===== src/rtl/conv_layer_ctrl.sv =====
// conv_layer_ctrl: sequencer for one convolution layer pass.
// For each output pixel (oc, r, c) it reads the bias, then runs one multiply-
// accumulate per (ic, kr, kc) tap against feature-map and weight BRAMs. The sum
// is rescaled, saturated and written to the output BRAM.
// Optional build macro: CONV_RELU_EN clamps negative results to zero before the write.
module conv_layer_ctrl #(
  parameter int IN_CH  = 6,
  parameter int OUT_CH = 16,
  parameter int IN_DIM = 14,
  parameter int K      = 5,
  parameter int DATA_W = 16,
  parameter int FRAC_W = 8,
  parameter int ACC_W  = 40,
  parameter int FM_AW  = 11,
  parameter int W_AW   = 12,
  parameter int B_AW   = 7,
  parameter int OUT_AW = 11
) (
  input  logic              clk,
  input  logic              rst,
  input  logic              start,
  output logic              busy,
  output logic              bias_bram_en,
  output logic [B_AW-1:0]   bias_bram_addr,
  input  logic [DATA_W-1:0] bias_bram_dout,
  output logic              fm_bram_en,
  output logic [FM_AW-1:0]  fm_bram_addr,
  input  logic [DATA_W-1:0] fm_bram_dout,
  output logic              w_bram_en,
  output logic [W_AW-1:0]   w_bram_addr,
  input  logic [DATA_W-1:0] w_bram_dout,
  output logic              out_bram_we,
  output logic [OUT_AW-1:0] out_bram_addr,
  output logic [DATA_W-1:0] out_bram_din,
  output logic              conv_finish,
  output logic [2:0]        dbg_state
);

  // Handshake: start is a single-cycle request honoured only while busy=0;
  // busy stays high from the cycle after start until conv_finish has pulsed.
  // BRAM reads have a fixed one-cycle latency and need no back-pressure.

  localparam int OD = IN_DIM - K + 1;

  localparam logic [15:0] K_LAST  = 16'(K - 1);
  localparam logic [15:0] IC_LAST = 16'(IN_CH - 1);
  localparam logic [15:0] OD_LAST = 16'(OD - 1);
  localparam logic [15:0] OC_LAST = 16'(OUT_CH - 1);

  localparam logic signed [ACC_W-1:0] SAT_MAX = {{(ACC_W-DATA_W+1){1'b0}}, {(DATA_W-1){1'b1}}};
  localparam logic signed [ACC_W-1:0] SAT_MIN = {{(ACC_W-DATA_W+1){1'b1}}, {(DATA_W-1){1'b0}}};

  typedef enum logic [2:0] {
    S_IDLE  = 3'd0,
    S_BIAS  = 3'd1,
    S_MAC   = 3'd2,
    S_DRAIN = 3'd3,
    S_WRITE = 3'd4,
    S_DONE  = 3'd5
  } state_t;

  state_t state, state_nx;

  logic [15:0] oc, r, c, ic, kr, kc;
  logic signed [ACC_W-1:0] acc;

  logic mac_last, pix_last, first_mac;
  logic signed [2*DATA_W-1:0] prod;
  logic signed [ACC_W-1:0] prod_ext, bias_ext, acc_sh;
  logic [DATA_W-1:0] sat_val, out_val;

  assign mac_last  = (ic == IC_LAST) && (kr == K_LAST) && (kc == K_LAST);
  assign pix_last  = (oc == OC_LAST) && (r == OD_LAST) && (c == OD_LAST);
  assign first_mac = (ic == 16'd0) && (kr == 16'd0) && (kc == 16'd0);
  assign prod      = $signed(fm_bram_dout) * $signed(w_bram_dout);
  assign prod_ext  = {{(ACC_W-2*DATA_W){prod[2*DATA_W-1]}}, prod};
  assign bias_ext  = {{(ACC_W-DATA_W){bias_bram_dout[DATA_W-1]}}, bias_bram_dout};
  assign dbg_state = state;

  // State register.
  always_ff @(posedge clk) begin
    if (rst) state <= S_IDLE;
    else     state <= state_nx;
  end

  // Next-state decode.
  always_comb begin
    state_nx = state;
    case (state)
      S_IDLE:  if (start) state_nx = S_BIAS;
      S_BIAS:  state_nx = S_MAC;
      S_MAC:   if (mac_last) state_nx = S_DRAIN;
      S_DRAIN: state_nx = S_WRITE;
      S_WRITE: state_nx = pix_last ? S_DONE : S_BIAS;
      S_DONE:  state_nx = S_IDLE;
      default: state_nx = S_IDLE;
    endcase
  end

  // Loop counters: taps advance every MAC cycle, pixels advance on WRITE.
  always_ff @(posedge clk) begin
    if (rst || (state == S_IDLE && start)) begin
      oc <= '0; r <= '0; c <= '0;
      ic <= '0; kr <= '0; kc <= '0;
    end else begin
      if (state == S_MAC) begin
        if (kc == K_LAST) begin
          kc <= '0;
          if (kr == K_LAST) begin
            kr <= '0;
            ic <= (ic == IC_LAST) ? 16'd0 : ic + 16'd1;
          end else begin
            kr <= kr + 16'd1;
          end
        end else begin
          kc <= kc + 16'd1;
        end
      end
      if (state == S_WRITE) begin
        if (c == OD_LAST) begin
          c <= '0;
          if (r == OD_LAST) begin
            r  <= '0;
            oc <= (oc == OC_LAST) ? 16'd0 : oc + 16'd1;
          end else begin
            r <= r + 16'd1;
          end
        end else begin
          c <= c + 16'd1;
        end
      end
    end
  end

  // Accumulator: the first MAC cycle seeds the scaled bias; later MAC cycles and
  // DRAIN add the product of the data read one cycle earlier.
  always_ff @(posedge clk) begin
    if (rst)                               acc <= '0;
    else if (state == S_MAC && first_mac)  acc <= bias_ext <<< FRAC_W;
    else if (state == S_MAC || state == S_DRAIN) acc <= acc + prod_ext;
  end

  // Rescale and saturate the accumulator to the output word range.
  always_comb begin
    acc_sh = acc >>> FRAC_W;
    if (acc_sh > SAT_MAX)      sat_val = SAT_MAX[DATA_W-1:0];
    else if (acc_sh < SAT_MIN) sat_val = SAT_MIN[DATA_W-1:0];
    else                       sat_val = acc_sh[DATA_W-1:0];
`ifdef CONV_RELU_EN
    out_val = sat_val[DATA_W-1] ? '0 : sat_val;
`else
    out_val = sat_val;
`endif
  end

  // Per-state strobes and addresses; everything idles at zero.
  always_comb begin
    busy           = (state != S_IDLE);
    bias_bram_en   = 1'b0;
    bias_bram_addr = '0;
    fm_bram_en     = 1'b0;
    fm_bram_addr   = '0;
    w_bram_en      = 1'b0;
    w_bram_addr    = '0;
    out_bram_we    = 1'b0;
    out_bram_addr  = '0;
    out_bram_din   = '0;
    conv_finish    = 1'b0;
    case (state)
      S_BIAS: begin
        bias_bram_en   = 1'b1;
        bias_bram_addr = B_AW'(oc);
      end
      S_MAC: begin
        fm_bram_en   = 1'b1;
        w_bram_en    = 1'b1;
        fm_bram_addr = FM_AW'(32'(ic) * IN_DIM * IN_DIM + (32'(r) + 32'(kr)) * IN_DIM
                              + 32'(c) + 32'(kc));
        w_bram_addr  = W_AW'(((32'(oc) * IN_CH + 32'(ic)) * K + 32'(kr)) * K + 32'(kc));
      end
      S_WRITE: begin
        out_bram_we   = 1'b1;
        out_bram_addr = OUT_AW'(32'(oc) * OD * OD + 32'(r) * OD + 32'(c));
        out_bram_din  = out_val;
      end
      S_DONE: conv_finish = 1'b1;
      default: ;
    endcase
  end

endmodule

===== config.mk =====
export PLATFORM = sky130hd
export DESIGN_NAME = conv_layer_ctrl
export DESIGN_NICKNAME = d
export VERILOG_FILES = /design/src/rtl/conv_layer_ctrl.sv
export SDC_FILE = /design/constraint.sdc
export NUM_CORES = 2
export LEC_CHECK = 0
export BUFFER_PORTS_ARGS = -buffer_cell sky130_fd_sc_hd__buf_2
export CORE_AREA = 2 2 272 193
export CTS_BUF_LIST = sky130_fd_sc_hd__clkbuf_8 sky130_fd_sc_hd__clkbuf_16
export DETAILED_ROUTE_END_ITERATION = 10
export DIE_AREA = 0 0 274 195
export MAX_ROUTING_LAYER = met4
export PLACE_DENSITY = 0.76
export SYNTH_ARGS = -nofsm -noshare
export SYNTH_HDL_FRONTEND = slang
export SYNTH_SLANG_ARGS = --single-unit

===== constraint.sdc =====
create_clock -name clk -period 15.55 [get_ports clk]
set_input_delay 2.3325 -clock clk [delete_from_list [all_inputs] [get_ports clk]]
set_output_delay 2.3325 -clock clk [all_outputs]
set_load 0.05 [all_outputs]

==> Word-level counts from Yosys, hierarchy flattened <==
Cells that the tools add are included.
{ "word_totals": {"reg_bits": 139, "inputBits": 51, "word_cells": 95} }
{ "op_classes": {"magnitude_cmp": 2, "n_mul": 10, "n_mux": 23, "n_eq_ne": 13, "reduce_logical": 22, "n_addsub": 16} }
{ "op_table": {"columns": ["cell", "count"], "rows": [
  ["2-to-1 mux 16 bit", 9],
  ["adder 16 x 1 -> 16 bit, second input constant", 6],
  ["2-to-1 mux 40 bit", 2],
  ["adder 11 bit", 5],
  ["== test 16 x 3 -> 1 bit, second input constant", 3],
  ["== test 16 x 4 -> 1 bit, second input constant", 3],
  ["logical NOT 16 bit", 3],
  ["adder 40 x 32 -> 40 bit", 1],
  ["multiplier 16 x 3 -> 19 bit, second input constant", 2],
  ["multiplier 19 x 3 -> 9 bit, second input constant", 2],
  ["greater-than comparator 32 x 16 -> 1 bit, second input constant", 1],
  ["less-than comparator 32 x 16 -> 1 bit, second input constant", 1],
  ["multiplier 16 x 16 -> 32 bit", 1],
  ["adder 23 x 16 -> 24 bit", 1],
  ["multiplier 24 x 3 -> 12 bit, second input constant", 1],
  ["multiplier 20 x 3 -> 23 bit, second input constant", 1],
  ["2-to-1 mux 11 bit", 2],
  ["adder 19 x 16 -> 20 bit", 1],
  ["multiplier 16 x 2 -> 18 bit, second input constant", 1],
  ["adder 16 x 16 -> 17 bit", 1],
  ["multiplier 17 x 3 -> 10 bit, second input constant", 1],
  ["multiplier 16 x 3 -> 10 bit, second input constant", 1],
  ["one-hot mux 3 bit (5 select lines)", 1],
  ["adder 12 bit", 1],
  ["other kinds (16)", 35]
]} }

==> Depth between registers and ports, before layout <==
{ "depth": {"word_depth": 7, "mapped_depth": 31} }

==> Worst setup path before layout <==
Ideal clock, no wire load.
{ "synth_timing": {"path_type": "register to output", "startpoint": "reg oc[0]", "endpoint": "out w_bram_addr[11]", "required_ns": 13.218, "setup_slack_ns": 6.338, "stages_incl_launch_ff": 32, "t_arrival_ns": 6.880, "path_cell_list": "dfxtp_1 ha_1 inv_1 fa_1 inv_1 ha_1 nor2b_1 o21ai_0 nand2_1 nor2_1 nor2_1 ha_1 inv_1 fa_1 inv_1 ha_1 a21boi_0 o21ai_0 nor2b_1 xnor2_1 ha_1 inv_1 fa_1 inv_1 ha_1 or2_2 a21oi_1 a21oi_1 a31oi_1 xnor2_1 xnor2_1 mux2i_1"} }
{ "synth_between": {"elab_chain_len": 7} }
{ "synth_lines": {"columns": ["item", "line", "rtl"], "rows": [
  ["start, declared", "64", "logic [15:0] oc, r, c, ic, kr, kc;"],
  ["start signal, assigned", "124", "oc <= (oc == OC_LAST) ? 16'd0 : oc + 16'd1;"],
  ["multiplier 16 x 2 -> 18 bit", "179", "w_bram_addr = W_AW'(((32'(oc) * IN_CH + 32'(ic)) * K + 32'(kr)) * K + 32'(kc));"],
  ["adder 19 x 16 -> 20 bit", "179", null],
  ["multiplier 20 x 3 -> 23 bit", "179", null],
  ["adder 23 x 16 -> 24 bit", "179", null],
  ["multiplier 24 x 3 -> 12 bit", "179", null],
  ["adder 12 bit", "179", null],
  ["2-to-1 mux 12 bit", "169", "case (state)"],
  ["end, declared", "30", "output logic [W_AW-1:0] w_bram_addr,"]
]} }
No other way between the ends.

==> Worst setup path after layout <==
Same ends and word-level chain as after synthesis.

==> results.toml <==
[clock_network]
cts_root_buf = "clkbuf_16"
postCtsHoldBufs = 0
clkSlewWorstSetupHoldPaths_ns = 0.06
postCtsSetupRepairBufs = 0
cts_tree = "yes"
clockBufferDepth = 2
cts-resized-gates = 0
clock-sinks = 139
cts_made_buffers = 17
clkLatencyLatePin_ns = 0.44
cts_max_level = 4

[logic_synthesis]
ys_types = 76
synthMuxAreaShare_pct = 0.199
synth-adder-area-share_pct = 46.2
avgSynthCellArea_um2 = 8.71
synthesis.nets = 3632
yosysSeqAreaShare_pct = 11.0
synthSimpleGateAreaFrac_pct = 16.1
synth_compound_area_share_pct = 8.66
synth_edf_count = 0
syn_inst = 2892
synth_area_um2 = 25200
synthXorXnorAreaFrac_pct = 7.74
synth_top_family_by_area = "adder cells"
yosys_warnings = 0
ys.flop_type = "dfxtp_1"
ys_ff_latch = 139
synthArstFlopShare_pct = 0

[critical_path]
worstRegToRegCells = 19
critPathMaxStageDelay_ns = 0.58
path_max_fanout = 10
worstPathArrival_ns = 7.65
path_class = "reg -> out"
required_ns = 13.22
rr_startpoint = "acc[15]$_SDFFE_PP0P_"
slowest_stage = "dfxtp_1"
r2r_slack_ns = 9.64
reg2reg_to = "acc[39]$_SDFFE_PP0P_"
cp-start-kind = "flop"
end_kind = "output port"

[grt]
grt_first_pass_wirelength_um = 103000
grt_use_total_pct = 25.1
grt_max_degree = 51
grt_pass1_vias = 20100
grt_overflow = 0
antenna_found_initial = 3

[final_layout]
final_cells = 3650
mostFrequentLayoutCells = "inv_1, fa_1, ha_1"
fin_nets = 3700
drive_gt1_share_pct = 5.82
fillers = 4708
final_common_cell = "inv_1"
synthToLayoutAreaGrowth_pct = 7.25

[placed_design]
dpl_worst_slack_ns = 6.19
dp_hpwl_um = 52100
dp.cells = 3615
gp_congestion = 0.954
io_buffers = 116

[worst_hold_path]
hold-path-cell-count = 2
hp-class = "reg -> reg"
hold_end = "acc[0]$_SDFFE_PP0P_"
min-delay-start = "acc[0]$_SDFFE_PP0P_"

[route]
viasPerCell = 5.31
num_vias = 19400
highest_layer = "met4"
wl_met3_um = 5080
wire_per_inst_um = 16.8
wl_um = 61200
dr.pass1.iters = 5
drt_iter0_markers = 1396
met2WireLength_um = 25700
met1Wirelength_um = 29600
drcViolationCount = 0
ant_nets = 0

[die]
die_x_um = 274
ios = 117
die_h_um = 195
start_util_pct = 49.8
rows = 69
core_area_um2 = 50600
die-area_um2 = 53400

[sta]
worst_pin_slew_ns = 1.13
hold_slack_ns = 0.462
timing.fmax_mhz = 100
fin_ws_ns = 5.57
setup_viol = 0
period_minus_slack_ns = 9.98
rsz0062_at_grt = "false"
finClkSkew_ns = 0.0135
slew-limit-headroom_pct = 24.7
finalCritPeriodShare_pct = 64.2
hold_violations = 0
slew_violations = 0
tns_ns = 0

[status]
status = "finished clean"

[run]
cap_violations = 0
## registers in the layout, summed over array words and instances (netlist names)
register / flops
kc: 16
c: 16
acc: 40
oc: 16
r: 16
kr: 16
dbg_state: 3
ic: 16
## worst max-delay path, delay by kind of cell, from the launching register on
| kind | cells | cell delay (ns) |
|---|---|---|
| adder cells (fa/ha/maj) | 9 | 3.37 |
| AO/OA/AOI/OAI | 6 | 1.17 |
| AND/OR/NAND/NOR | 3 | 0.65 |
| XOR/XNOR | 4 | 0.63 |
| buffers and inverters | 7 | 0.61 |
| flip-flops | 1 | 0.58 |
| multiplexers | 1 | 0.21 |
## cell type report
cell class	count	area, um^2	share of cell area, %
Multi-Input combinational cell	2083	19900	73.5
Timing Repair Buffer	123	633	2.34
Antenna cell	3	7.51	0.0278
Clock inverter	14	203	0.750
Tap cell	674	843	3.12
Sequential cell	139	2780	10.3
Clock buffer	18	439	1.63
Inverter	596	2240	8.28
## layer usage
metal / vias to the layer above / GRT usage [%]
li1: 9218 / -
met1: 9508 / 37.0
met2: 609 / 35.9
met3: 45 / 5.28
met4: 0 / 4.27
met5: - / -
## kinds of logic after synthesis
| logic type | count (synthesis) |
|---|---|
| flip-flops | 139 |
| adder cells (fa/ha/maj) | 689 |
| multiplexers | 5 |
| AO/OA/AOI/OAI | 342 |
| AND/OR/NAND/NOR | 832 |
| buffers and inverters | 670 |
| XOR/XNOR | 215 |
## Yosys cell counts, types with 6 or more instances
cell	instances	area, um^2
buf_2	6	30.0
a21o_1	41	308
fa_1	401	8030
xnor2_1	149	1310
or3_1	14	87.6
nor2_1	234	878
dfxtp_1	139	2780
o21ai_1	6	30.0
nor3_1	43	215
and3_1	28	175
o21a_1	6	45.0
nor2b_1	11	68.8
nand2_1	232	871
nand4_1	30	188
o21ai_0	45	225
and4_1	10	87.6
inv_1	595	2230
o211ai_1	9	67.6
o21bai_1	29	218
nand2b_1	17	106
nand3_1	39	195
clkbuf_1	61	229
and2_1	125	782
xor2_1	61	534
nor4_1	19	119
a211oi_1	16	120
nor4b_1	7	61.3
a21oi_1	133	666
nor3b_1	6	45.0
ha_1	288	3600
a311oi_1	8	70.1
## how the worst max path moves through the flow
| stage | startpoint | end | slack (ns) |
|---|---|---|---|
| 6_report | oc[0]$_SDFFE_PP0P_ | w_bram_addr[11] | 5.57 |
| 3_5_place_dp | ic[0]$_SDFFE_PP0P_ | fm_bram_addr[10] | 6.19 |
| 3_3_place_gp | oc[0]$_SDFFE_PP0P_ | w_bram_addr[11] | 6.28 |
| 5_1_grt | oc[0]$_SDFFE_PP0P_ | w_bram_addr[11] | 5.12 |
| 2_1_floorplan | oc[0]$_SDFFE_PP0P_ | w_bram_addr[11] | 6.34 |
| 4_1_cts | ic[0]$_SDFFE_PP0P_ | fm_bram_addr[10] | 5.65 |
## through the flow
stage	util (%)	cell area (um^2)
3_5_place_dp	52.1	26400
6_report	53.4	27000
4_1_cts	53.4	27000
5_1_grt	53.4	27000
2_1_floorplan	-	25200
3_3_place_gp	52.1	26400
Power is not shown: default switching activity piles up to over one toggle a cycle in this logic, so the estimate is an artifact.
